--- src/rtl/bitbang_pkg.sv ---
// Shared constants for the multi-channel bit-bang configuration port.
package bitbang_pkg;

    localparam int CTRL_WIDTH = 16;

    localparam logic [11:0] MAGIC_DEFAULT = 12'hFAB;

    localparam logic [3:0] OP_OFF      = 4'd0;
    localparam logic [3:0] OP_WRITE    = 4'd1;
    localparam logic [3:0] OP_SETCH    = 4'd2;
    localparam logic [3:0] OP_READBACK = 4'd3;

endpackage

--- src/rtl/bitbang_sync_edge.sv ---
// Multi-flop synchroniser with one extra stage for rise/fall detection.
module bitbang_sync_edge #(
    parameter int STAGES = 3
) (
    input  logic clk,
    input  logic reset,
    input  logic din,
    output logic sync,
    output logic rise,
    output logic fall
);

    logic [STAGES:0] q;

    always_ff @(posedge clk) begin
        if (reset) begin
            q <= '0;
        end else begin
            q <= {q[STAGES-1:0], din};
        end
    end

    assign sync = q[STAGES-1];
    assign rise = q[STAGES-1] & ~q[STAGES];
    assign fall = ~q[STAGES-1] & q[STAGES];

endmodule

--- src/rtl/bitbang_multi.sv ---
// Serial 2-wire loader into NUM_CHANNELS parallel words, with
// channel select, serial readback and a sticky error flag.
module bitbang_multi
    import bitbang_pkg::*;
#(
    parameter int          DATA_WIDTH   = 32,
    parameter int          NUM_CHANNELS = 4,
    parameter int          SYNC_STAGES  = 3,
    parameter logic [11:0] MAGIC        = MAGIC_DEFAULT,
    localparam int CH_W =
        (NUM_CHANNELS > 1) ? $clog2(NUM_CHANNELS) : 1
) (
    input  logic                               clk,
    input  logic                               reset,
    input  logic                               s_clk,
    input  logic                               s_data,
    output logic                               s_dout,
    output logic [NUM_CHANNELS*DATA_WIDTH-1:0] data,
    output logic [NUM_CHANNELS-1:0]            strobe,
    output logic                               active,
    output logic [CH_W-1:0]                    channel,
    output logic                               err
);

    logic clk_sync, clk_rise, clk_fall;
    logic dat_sync, dat_rise, dat_fall;

    bitbang_sync_edge #(.STAGES(SYNC_STAGES)) u_clk_sync (
        .clk  (clk),
        .reset(reset),
        .din  (s_clk),
        .sync (clk_sync),
        .rise (clk_rise),
        .fall (clk_fall)
    );

    bitbang_sync_edge #(.STAGES(SYNC_STAGES)) u_dat_sync (
        .clk  (clk),
        .reset(reset),
        .din  (s_data),
        .sync (dat_sync),
        .rise (dat_rise),
        .fall (dat_fall)
    );

    logic unused_sink;
    assign unused_sink = ^{clk_sync, dat_rise, dat_fall};

    logic [DATA_WIDTH-1:0]                   sdata;
    logic [CTRL_WIDTH-1:0]                   ctrl;
    logic                                    cmd_chk;
    logic [NUM_CHANNELS-1:0][DATA_WIDTH-1:0] data_q;
    logic [DATA_WIDTH-1:0]                   rb;

    logic [3:0] op;
    logic       cmd_ok;
    logic       ch_ok;
    logic       do_off, do_write, do_setch;
    logic       do_read, do_bad;

    // cmd_chk limits decode to the cycle after a fresh ctrl shift
    assign op     = ctrl[3:0];
    assign cmd_ok = cmd_chk && (ctrl[CTRL_WIDTH-1:4] == MAGIC);
    assign ch_ok  = sdata < DATA_WIDTH'(NUM_CHANNELS);

    always_comb begin
        do_off   = 1'b0;
        do_write = 1'b0;
        do_setch = 1'b0;
        do_read  = 1'b0;
        do_bad   = 1'b0;
        if (cmd_ok) begin
            unique case (1'b1)
                op == OP_OFF:      do_off   = 1'b1;
                op == OP_WRITE:    do_write = 1'b1;
                op == OP_SETCH:    do_setch = 1'b1;
                op == OP_READBACK: do_read  = 1'b1;
                default:           do_bad   = 1'b1;
            endcase
        end
    end

    always_ff @(posedge clk) begin
        if (reset) begin
            sdata   <= '0;
            ctrl    <= '0;
            cmd_chk <= 1'b0;
            data_q  <= '0;
            strobe  <= '0;
            active  <= 1'b0;
            channel <= '0;
            err     <= 1'b0;
            rb      <= '0;
        end else begin
            cmd_chk <= clk_fall;
            strobe  <= '0;
            if (clk_rise) begin
                sdata <= {sdata[DATA_WIDTH-2:0], dat_sync};
            end
            if (clk_fall) begin
                ctrl <= {ctrl[CTRL_WIDTH-2:0], dat_sync};
            end
            if (do_off) begin
                active <= 1'b0;
            end
            if (do_write) begin
                data_q[channel] <= sdata;
                strobe <= NUM_CHANNELS'(1) << channel;
                active <= 1'b1;
            end
            if (do_setch && ch_ok) begin
                channel <= sdata[CH_W-1:0];
            end
            if (do_read && active) begin
                rb <= data_q[channel];
            end else if (clk_fall && !do_read) begin
                rb <= {rb[DATA_WIDTH-2:0], 1'b0};
            end
            if (do_bad || (do_setch && !ch_ok) ||
                (do_read && !active)) begin
                err <= 1'b1;
            end
        end
    end

    assign data   = data_q;
    assign s_dout = rb[DATA_WIDTH-1];

endmodule

--- config.mk ---
export PLATFORM = sky130hd
export DESIGN_NAME = bitbang_multi
export DESIGN_NICKNAME = d
export VERILOG_FILES = /design/src/rtl/bitbang_pkg.sv /design/src/rtl/bitbang_sync_edge.sv /design/src/rtl/bitbang_multi.sv
export SDC_FILE = /design/constraint.sdc
export NUM_CORES = 1
export LEC_CHECK = 0
export ABC_AREA = 1
export CAP_MARGIN = 15
export CORE_MARGIN = 3
export CORE_UTILIZATION = 50
export DETAILED_ROUTE_END_ITERATION = 16
export PLACE_DENSITY_LB_ADDON = 0.05
export SLEW_MARGIN = 30
export SYNTH_ARGS = -nofsm -noshare
export SYNTH_HDL_FRONTEND = slang
export SYNTH_HIERARCHICAL = 1
export SYNTH_SLANG_ARGS = --single-unit
--- constraint.sdc ---
create_clock -name clk -period 1.6 [get_ports clk]
set_clock_uncertainty 0.1 [all_clocks]
set_input_delay 0.4 -clock clk [delete_from_list [all_inputs] [get_ports clk]]
set_output_delay 0.4 -clock clk [all_outputs]
set_load 0.01 [all_outputs]
# After elaboration in Yosys (flattened, before gate mapping)
# Cells that the tools add are included.
[totals] out_inout_bits=137 register_bits=224 inputBits=4 memories=0 romBits=0 mem_bits_rw=0 latch_bits=0 word_cells=63
[op_classes] n_mux=19 n_addsub=0 n_reduce_logical=17 order_cmp=3 n_bitwise=5 n_div=0 multipliers=0 shift=1 eq_ne=4
[op_table] cell="128-bit bitwise mux" count=1
[op_table] cell="32-bit 2-to-1 mux" count=4
[op_table] cell="32-bit binary-select mux with 2-bit select" count=1
[op_table] cell="32-bit demux with 2-bit select" count=1
[op_table] cell="32-bit by 3-bit < comparator with 1-bit output, second input constant" count=1
[op_table] cell="12-bit == test, second input constant" count=1
[op_table] cell="1-bit 2-to-1 mux" count=12
[op_table] cell="4-bit by 2-bit == test with 1-bit output, second input constant" count=2
[op_table] cell="1-bit logical AND" count=7
[op_table] cell="4-bit by 1-bit == test with 1-bit output, second input constant" count=1
[op_table] cell="4-bit logical NOT" count=1
[op_table] cell="2-bit nonzero test" count=2
[op_table] cell="4-bit OR reduction" count=1
[op_table] cell="1-bit by 2-bit << shifter with 4-bit output, first input constant" count=1
[op_table] cell="1-bit logical NOT" count=3
[op_table] cell="2-bit by 3-bit < comparator with 1-bit output, second input constant" count=1
[op_table] cell="1-bit NOT" count=3
[op_table] cell="1-bit AND" count=2
[op_table] cell="2-bit by 1-bit >= comparator with 1-bit output, second input constant" count=1
[op_table] cell="1-bit logical OR" count=2
[op_table] cell="2-bit OR reduction" count=1

# Logic depth before layout (Yosys ltp)
# Gate-level depths: netlist of run 1.
[depth] word_depth=7 depth_mapped=12 depth_no_buf=11

# Cells and area by module
# The synthesis of run 1 kept the hierarchy.
[modules_own_cells] mod="bitbang_multi" n_inst=1 seq_area_each_um2=4344.2 area_each_um2=10228.6 cells_each=1634
[modules_own_cells] mod="bitbang_sync_edge" n_inst=2 seq_area_each_um2=80.1 area_each_um2=121.4 cells_each=15

# Worst setup path after synthesis of run 1
# OpenSTA, ideal clock, no wires.
[synth_path] kind="input -> register" from="in reset" to="reg ctrl[5]" t_required_ps=1435 path_buffers=4 arrival_ps=1526 path_slack_ps=-91 setup_ps=65 cell_stages=7 path_cell_list="clkbuf_1 > inv_1 > buf_2 > clkbuf_1 > clkbuf_1 > o21ai_0 > nor2_1"
[synth_lines] element="start: declaration" line="bitbang_multi.sv:14" source="input logic reset,"
[synth_lines] element="end signal: assignment" line="bitbang_multi.sv:101" source="ctrl <= {ctrl[CTRL_WIDTH-2:0], dat_sync};"
[synth_lines] element="end: declaration" line="bitbang_multi.sv:50" source="logic [CTRL_WIDTH-1:0] ctrl;"

# Final worst setup path of run 1
[layout_path] from="reg ctrl[10]" to="reg data_q (netlist bit data[2])"
[layout_between] elab_chain_len=3
[layout_rtl] element="12-bit == test" line="bitbang_multi.sv:63" source="assign cmd_ok = cmd_chk && (ctrl[CTRL_WIDTH-1:4] == MAGIC);"
[layout_rtl] element="1-bit logical AND" line="bitbang_multi.sv:63"
[layout_rtl] element="1-bit 2-to-1 mux" line="bitbang_multi.sv:72" source="if (cmd_ok) begin"
[layout_rtl] element="end signal: indexed assignment" line="bitbang_multi.sv:107" source="data_q[channel] <= sdata;"
[layout_rtl] element="end: declaration" line="bitbang_multi.sv:52" source="logic [NUM_CHANNELS-1:0][DATA_WIDTH-1:0] data_q;"
# Every way passes these cells.
# A chain may end at the register's enable or synchronous reset.

==> results of run 1 <==
## worst max path at each step
stage / start / end / slack, ns / depth (start not counted)
finish: ctrl[10]$_SDFFE_PP0P_ / data[2]$_SDFFE_PP0P_ / -0.22 / 11
global route: ctrl[10]$_SDFFE_PP0P_ / rb[8]$_SDFFE_PP0P_ / -0.32 / 13
CTS: ctrl[10]$_SDFFE_PP0P_ / data[25]$_SDFFE_PP0P_ / -0.14 / 11
detailed placement: ctrl[10]$_SDFFE_PP0P_ / data[38]$_SDFFE_PP0P_ / -0.17 / 11
global placement: ctrl[10]$_SDFFE_PP0P_ / data[64]$_SDFFE_PP0P_ / -0.1 / 10
floorplan: ctrl[7]$_SDFFE_PP0P_ / rb[23]$_SDFFE_PP0P_ / 0.02 / 10
## cell type report
| class | count | area share [%] |
|---|---|---|
| multi-input cells | 1079 | 33.79 |
| flip-flops and latches | 224 | 32.54 |
| repair buffers | 296 | 18.52 |
| inverters | 253 | 6.811 |
| clock buffers | 31 | 4.669 |
| well taps | 270 | 2.361 |
| clock inverters | 14 | 1.311 |
## routing by layer
| metal | vias to the layer above | wire, um | GRT usage (%) |
|---|---|---|---|
| li1 | 5476 | - | - |
| met1 | 5165 | 15960 | 40.78 |
| met2 | 485 | 16110 | 45.71 |
| met3 | 74 | 2970 | 4.124 |
| met4 | 2 | 1049 | 7.685 |
| met5 | - | 9 | 0 |
## worst max-delay path, cell delays in order, from the launching register on
cell and delay [ns]:
dfxtp_1 0.31, inv_2 0.06, nand2_2 0.05, nor2_2 0.10, nand2_2 0.09, nor2_4 0.17
buf_6 0.16, nand4_4 0.20, clkbuf_16 0.29, nand2_1 0.07, nand2_1 0.06, a21oi_2 0.12
## stage by stage
stage          instances  hold WS (ns)  setup slack, ns  cell area [um^2]  utilization, %
2_1_floorplan       1658        0.2883          0.01821             10450               -
3_3_place_gp        2061        0.2920         -0.09701             12780           62.74
3_5_place_dp        2061        0.2965          -0.1745             12780           62.74
4_1_cts             2138        0.2861          -0.1448             13900           68.25
5_1_grt             2167        0.2907          -0.3224             14310           70.28
6_report            2167        0.2984          -0.2208             14310           70.28
## registers in the layout, indices dropped and copies added, names as in the netlist
| register | cells |
|---|---|
| channel | 2 |
| data | 128 |
| cmd_chk | 1 |
| strobe | 4 |
| ctrl | 16 |
| u_clk_sync/q | 4 |
| rb | 32 |
| sdata | 32 |
| active | 1 |
| err | 1 |
| u_dat_sync/q | 3 |
## power by group through the flow
stage	Combinational, uW	Clock (uW)	Sequential [uW]
finish	504	6060	5660
global route	551	6360	5670
CTS	462	6100	5660
detailed placement	459	0	5790
global placement	453	0	5790
floorplan	259	0	5790
## what timing repair did
| action | CTS | global route |
|---|---|---|
| gates cloned | 0 | 15 |
| buffers inserted | 32 | 15 |
| setup endpoints to repair | 299 | 239 |
| pin swaps | 2 | 15 |
| gates resized for setup | 599 | 165 |
==> impl_metrics.csv, run 1 <==
group,metric,value,unit
outcome,status,"finished with violations",
outcome,violations,"negative setup slack",
power,p_leak,0.007574,uW
critical_path,required,1.96,ns
yosys,syn-num-nets,1662,
critical_path,worstPathArrival,2.18,ns
critical_path,r2r_slack,-0.22,ns
power,switchingPower,2783,uW
power,power,12230,uW
cells_and_area,regArea,4657,um^2
drt,routed_wl,36.10,mm
floorplanning,rows,52,
cells_and_area,layout_commonest_cell,"nand2_1",
critical_path,critPathCaptureType,"flip-flop",
timing,hold_violations,0,
clocking,clockRootBuffer,"clkbuf_16",
yosys,syn-cell-area,10430,um^2
power,power.internal,9442,uW
floorplanning,die_w,150.4,um
grt,grt_pass1_vias,10050,
clocking,numCtsBuffers,25,
cells_and_area,multi_input_area,4836,um^2
placed_design,gp_congestion,0.8526,
run,cap_violations,0,
timing,period_share,113.8,%
clocking,htree_levels,1,
drt,vias_per_cell,5.169,
timing,grt_setup_unrepaired,"true",
timing,setup_tns,-20.23,ns
drt,wl_per_cell,16.66,um
critical_path,ff2ff_path_depth,11,
clocking,clk_pin_slew,0.06,ns
critical_path,worstPathMaxFanout,13,
floorplanning,io_pins,141,
grt,antenna_found_initial,1,
critical_path,worst_setup_path_start_kind,"flip-flop",
grt,grt_util_all_layers,28.67,%
hold_path,min_path_type,"input pin to flip-flop",
clocking,cts_tree,"yes",
timing,setup_slack,-0.2208,ns
drt,num_vias,11200,
power,pwr-share-seq,46.3,%
timing,finalSetupViolCount,162,
yosys,syn_inst,1658,
clocking,clockBufferDepth,3,
grt,grt_pass1_wl,52.31,mm
cells_and_area,synthToLayoutAreaGrowth,37.18,%
drt,drcViolationCount,0,
critical_path,crit_type,"flip-flop to flip-flop",
floorplanning,die_h,150.4,um
clocking,clock_latency,0.53,ns
power,p_sw_share,22.76,%
grt,grt_overflow_total,0,
cells_and_area,antennaDiodeCount,0,
hold_path,worstHoldStart,"s_clk",
clocking,cts_hold_buf,0,
timing,timing.final.crit_period,1.821,ns
critical_path,r2r_start,"ctrl[10]$_SDFFE_PP0P_",
cells_and_area,layout-drive-gt1-share,28.99,%
yosys,postSynthAreaPerCell,6.292,um^2
timing,tightest_slew,0.3771,ns
power,p_per_area,854.2,nW/um^2
drt,first_iter_violations,930,
power,clkPwrFrac,49.6,%
cells_and_area,fillerInstances,1770,
grt,grt_max_degree,65,
placed_design,portBuffers,140,
floorplanning,dieArea,22630,um^2
floorplanning,start_util,51.23,%
yosys,yosys_warnings,6,
power,pwr-share-comb,4.1,%
placed_design,dpl.hpwl,20.87,mm
cells_and_area,nets,1883,
cells_and_area,most-common-layout-cells,"630 x nand2_1, 243 x inv_1, 134 x a21oi_1, 126 x dfxtp_2, 117 x buf_2",
critical_path,r2r-end,"data[2]$_SDFFE_PP0P_",
hold_path,hold_end,"u_clk_sync/q[0]$_SDFF_PP0_",
floorplanning,coreArea,20360,um^2
drt,ant_nets,0,
timing,relSlewSlack,74.86,%
timing,fmax,549.2,MHz
drt,first_pass_iters,6,
clocking,clock_sinks,224,
power,peakVddDrop,843.6,uV
timing,slew_violations,0,
hold_path,whs_path_depth,3,
Note: power is estimated with default switching activity, not from simulation.
==> inputs of run 2 (changes only) <==
- CORE_UTILIZATION: 50 -> 57
- DONT_BUFFER_PORTS: not set -> 1
- RECOVER_POWER: not set -> 100
==> impl_metrics.csv, run 2 (synthesis results as in run 1) <==
group,metric,value,unit
cells_and_area,antennaDiodeCount,0,
clocking,htree_levels,1,
drt,first_iter_violations,862,
floorplanning,die_w,141.3,um
timing,timing.final.crit_period,1.775,ns
floorplanning,rows,48,
clocking,numCtsBuffers,25,
critical_path,worstPathMaxFanout,8,
timing,period_share,110.9,%
cells_and_area,nets,1699,
placed_design,dpl.hpwl,19.69,mm
timing,setup_tns,-16.14,ns
clocking,clockRootBuffer,"clkbuf_16",
floorplanning,coreArea,17600,um^2
placed_design,post_dp_cell_area,11180,um^2
power,pwr-share-comb,3.6,%
timing,relSlewSlack,60.90,%
drt,wl_per_cell,17.39,um
drt,ant_nets,0,
clocking,cts_tree,"yes",
power,p_per_area,898.3,nW/um^2
floorplanning,start_util,59.29,%
critical_path,crit_type,"flip-flop to flip-flop",
power,p_sw_share,22.60,%
grt,grt_max_degree,65,
placed_design,portBuffers,0,
outcome,status,"finished with violations",
cells_and_area,fillerInstances,1374,
grt,grt_pass1_vias,9485,
power,pwr-share-seq,47.5,%
critical_path,crit_chain,"nor2_2 -> nand3_2 -> nor2_4 -> buf_12 -> buf_6 -> nand4_4 -> buf_12 -> clkbuf_16 -> nand2_2 -> nand2_1 -> a21oi_1",
clocking,clockBufferDepth,3,
timing,grt_setup_unrepaired,"true",
power,switchingPower,2697,uW
critical_path,cp_common_cell,"buf_12",
cells_and_area,most-common-layout-cells,"575 x nand2_1, 242 x inv_1, 210 x dfxtp_1, 121 x a21oi_1, 115 x nor2_1",
clocking,clock_sinks,224,
power,p_leak,0.006569,uW
outcome,violations,"negative setup slack",
placed_design,placed_cells,1862,
grt,grt_pass1_wl,48.82,mm
placed_design,gp_congestion,0.8562,
drt,drcViolationCount,0,
cells_and_area,largest_reg_flops,128,
hold_path,min_path_type,"input pin to flip-flop",
timing,tightest_slew,0.5846,ns
floorplanning,die_h,141.3,um
clocking,clock_latency,0.53,ns
cells_and_area,layout_commonest_cell,"nand2_1",
floorplanning,dieArea,19960,um^2
power,peakVddDrop,1237,uV
critical_path,critPathMaxStageDelay,0.33,ns
drt,num_vias,10530,
cells_and_area,layout-drive-gt1-share,19.56,%
power,power.internal,9236,uW
power,clkPwrFrac,48.9,%
timing,setup_slack,-0.1750,ns
critical_path,required,1.96,ns
cells_and_area,stdcell_count,1938,
clocking,clk_pin_slew,0.06,ns
cells_and_area,stdcell_area,13280,um^2
grt,grt_overflow_total,0,
drt,vias_per_cell,5.432,
grt,grt_util_all_layers,29.47,%
critical_path,slowest_stage,"dfxtp_2",
run,cap_violations,0,
grt,antenna_found_initial,0,
critical_path,critPathCaptureType,"flip-flop",
timing,finalSetupViolCount,164,
power,power,11930,uW
timing,fmax,563.4,MHz
critical_path,worstPathArrival,2.13,ns
cells_and_area,synthToLayoutAreaGrowth,27.33,%
drt,routed_wl,33.71,mm
timing,slew_violations,0,
timing,hold_violations,0,
drt,first_pass_iters,6,
floorplanning,io_pins,141,
critical_path,worst_setup_path_start_kind,"flip-flop",
[run 2: changes by cell type in the layout (fill, tap and decap cells not counted), sizes merged, moves of 3 or more]
cell,delta
clkdlybuf4s50,-3
buf,-168
clkdlybuf4s15,-16
clkbuf,+3
clkinv,+3
dlygate4sd3,+3
[run 2: what timing repair did]
action | in CTS | in global routing
cloned | 0 | 16
resized for setup | 27 | 201
buffers inserted | 4 | 9
endpoints found under the setup margin | 159 | 167
pin swaps | 1 | 26
endpoints found under the hold margin | 15 | 0
hold buffers | 3 | 0
[run 2: path summary, 6_finish.rpt]
path / slack, ns / cells past startpoint / start / to
max: -0.17 / 11 / ctrl[6]$_SDFFE_PP0P_ / data[21]$_SDFFE_PP0P_
min: 0.14 / 4 / reset / data[63]$_SDFFE_PP0P_
max reg2reg: -0.17 / 11 / ctrl[6]$_SDFFE_PP0P_ / data[21]$_SDFFE_PP0P_
min reg2reg: 0.30 / 2 / u_clk_sync/q[1]$_SDFF_PP0_ / u_clk_sync/q[2]$_SDFF_PP0_
[run 2: cell type report]
cell class,instances,area (um^2),area share (%)
Inverter,253,987.2,7.431
Timing Repair Buffer,112,1491,11.23
Multi-Input combinational cell,1079,5185,39.03
Clock inverter,11,115.1,0.8665
Tap cell,225,281.5,2.119
Clock buffer,34,719.4,5.416
Sequential cell,224,4504,33.91
[run 2: power groups by stage]
stage	clock network [uW]	registers [uW]	logic [uW]
after floorplan	0	5790	259
after global placement	0	5790	375
after detailed placement	0	5790	378
after CTS	5870	5670	394
after global routing	6110	5680	472
final	5840	5670	426
[run 2: metal layers]
layer  GRT usage [%]  part of all wire (%)  wire length (um)
met4           8.465                   2.9               979
met1           39.36                    40             13650
met5               0                     0                 0
met2           48.26                    48             16160
met3           6.471                   8.7              2921
[run 2: metrics by stage]
stage,util [%],worst slack [ns],hold WS (ns)
2_1_floorplan,-,0.01821,0.2883
3_3_place_gp,63.54,-0.1002,0.2886
3_5_place_dp,63.54,-0.1476,0.2958
4_1_cts,69.15,-0.1145,0.1322
5_1_grt,75.49,-0.2791,0.1489
6_report,75.49,-0.1750,0.1428
[run 2: worst max-delay path, delay by kind of cell, from the launching register on]
family	cells	cell delay, ns
AOI/OAI and AO/OA	1	0.12
DFF	1	0.33
and+or+nand+nor	6	0.56
buffers and inverters	4	0.59
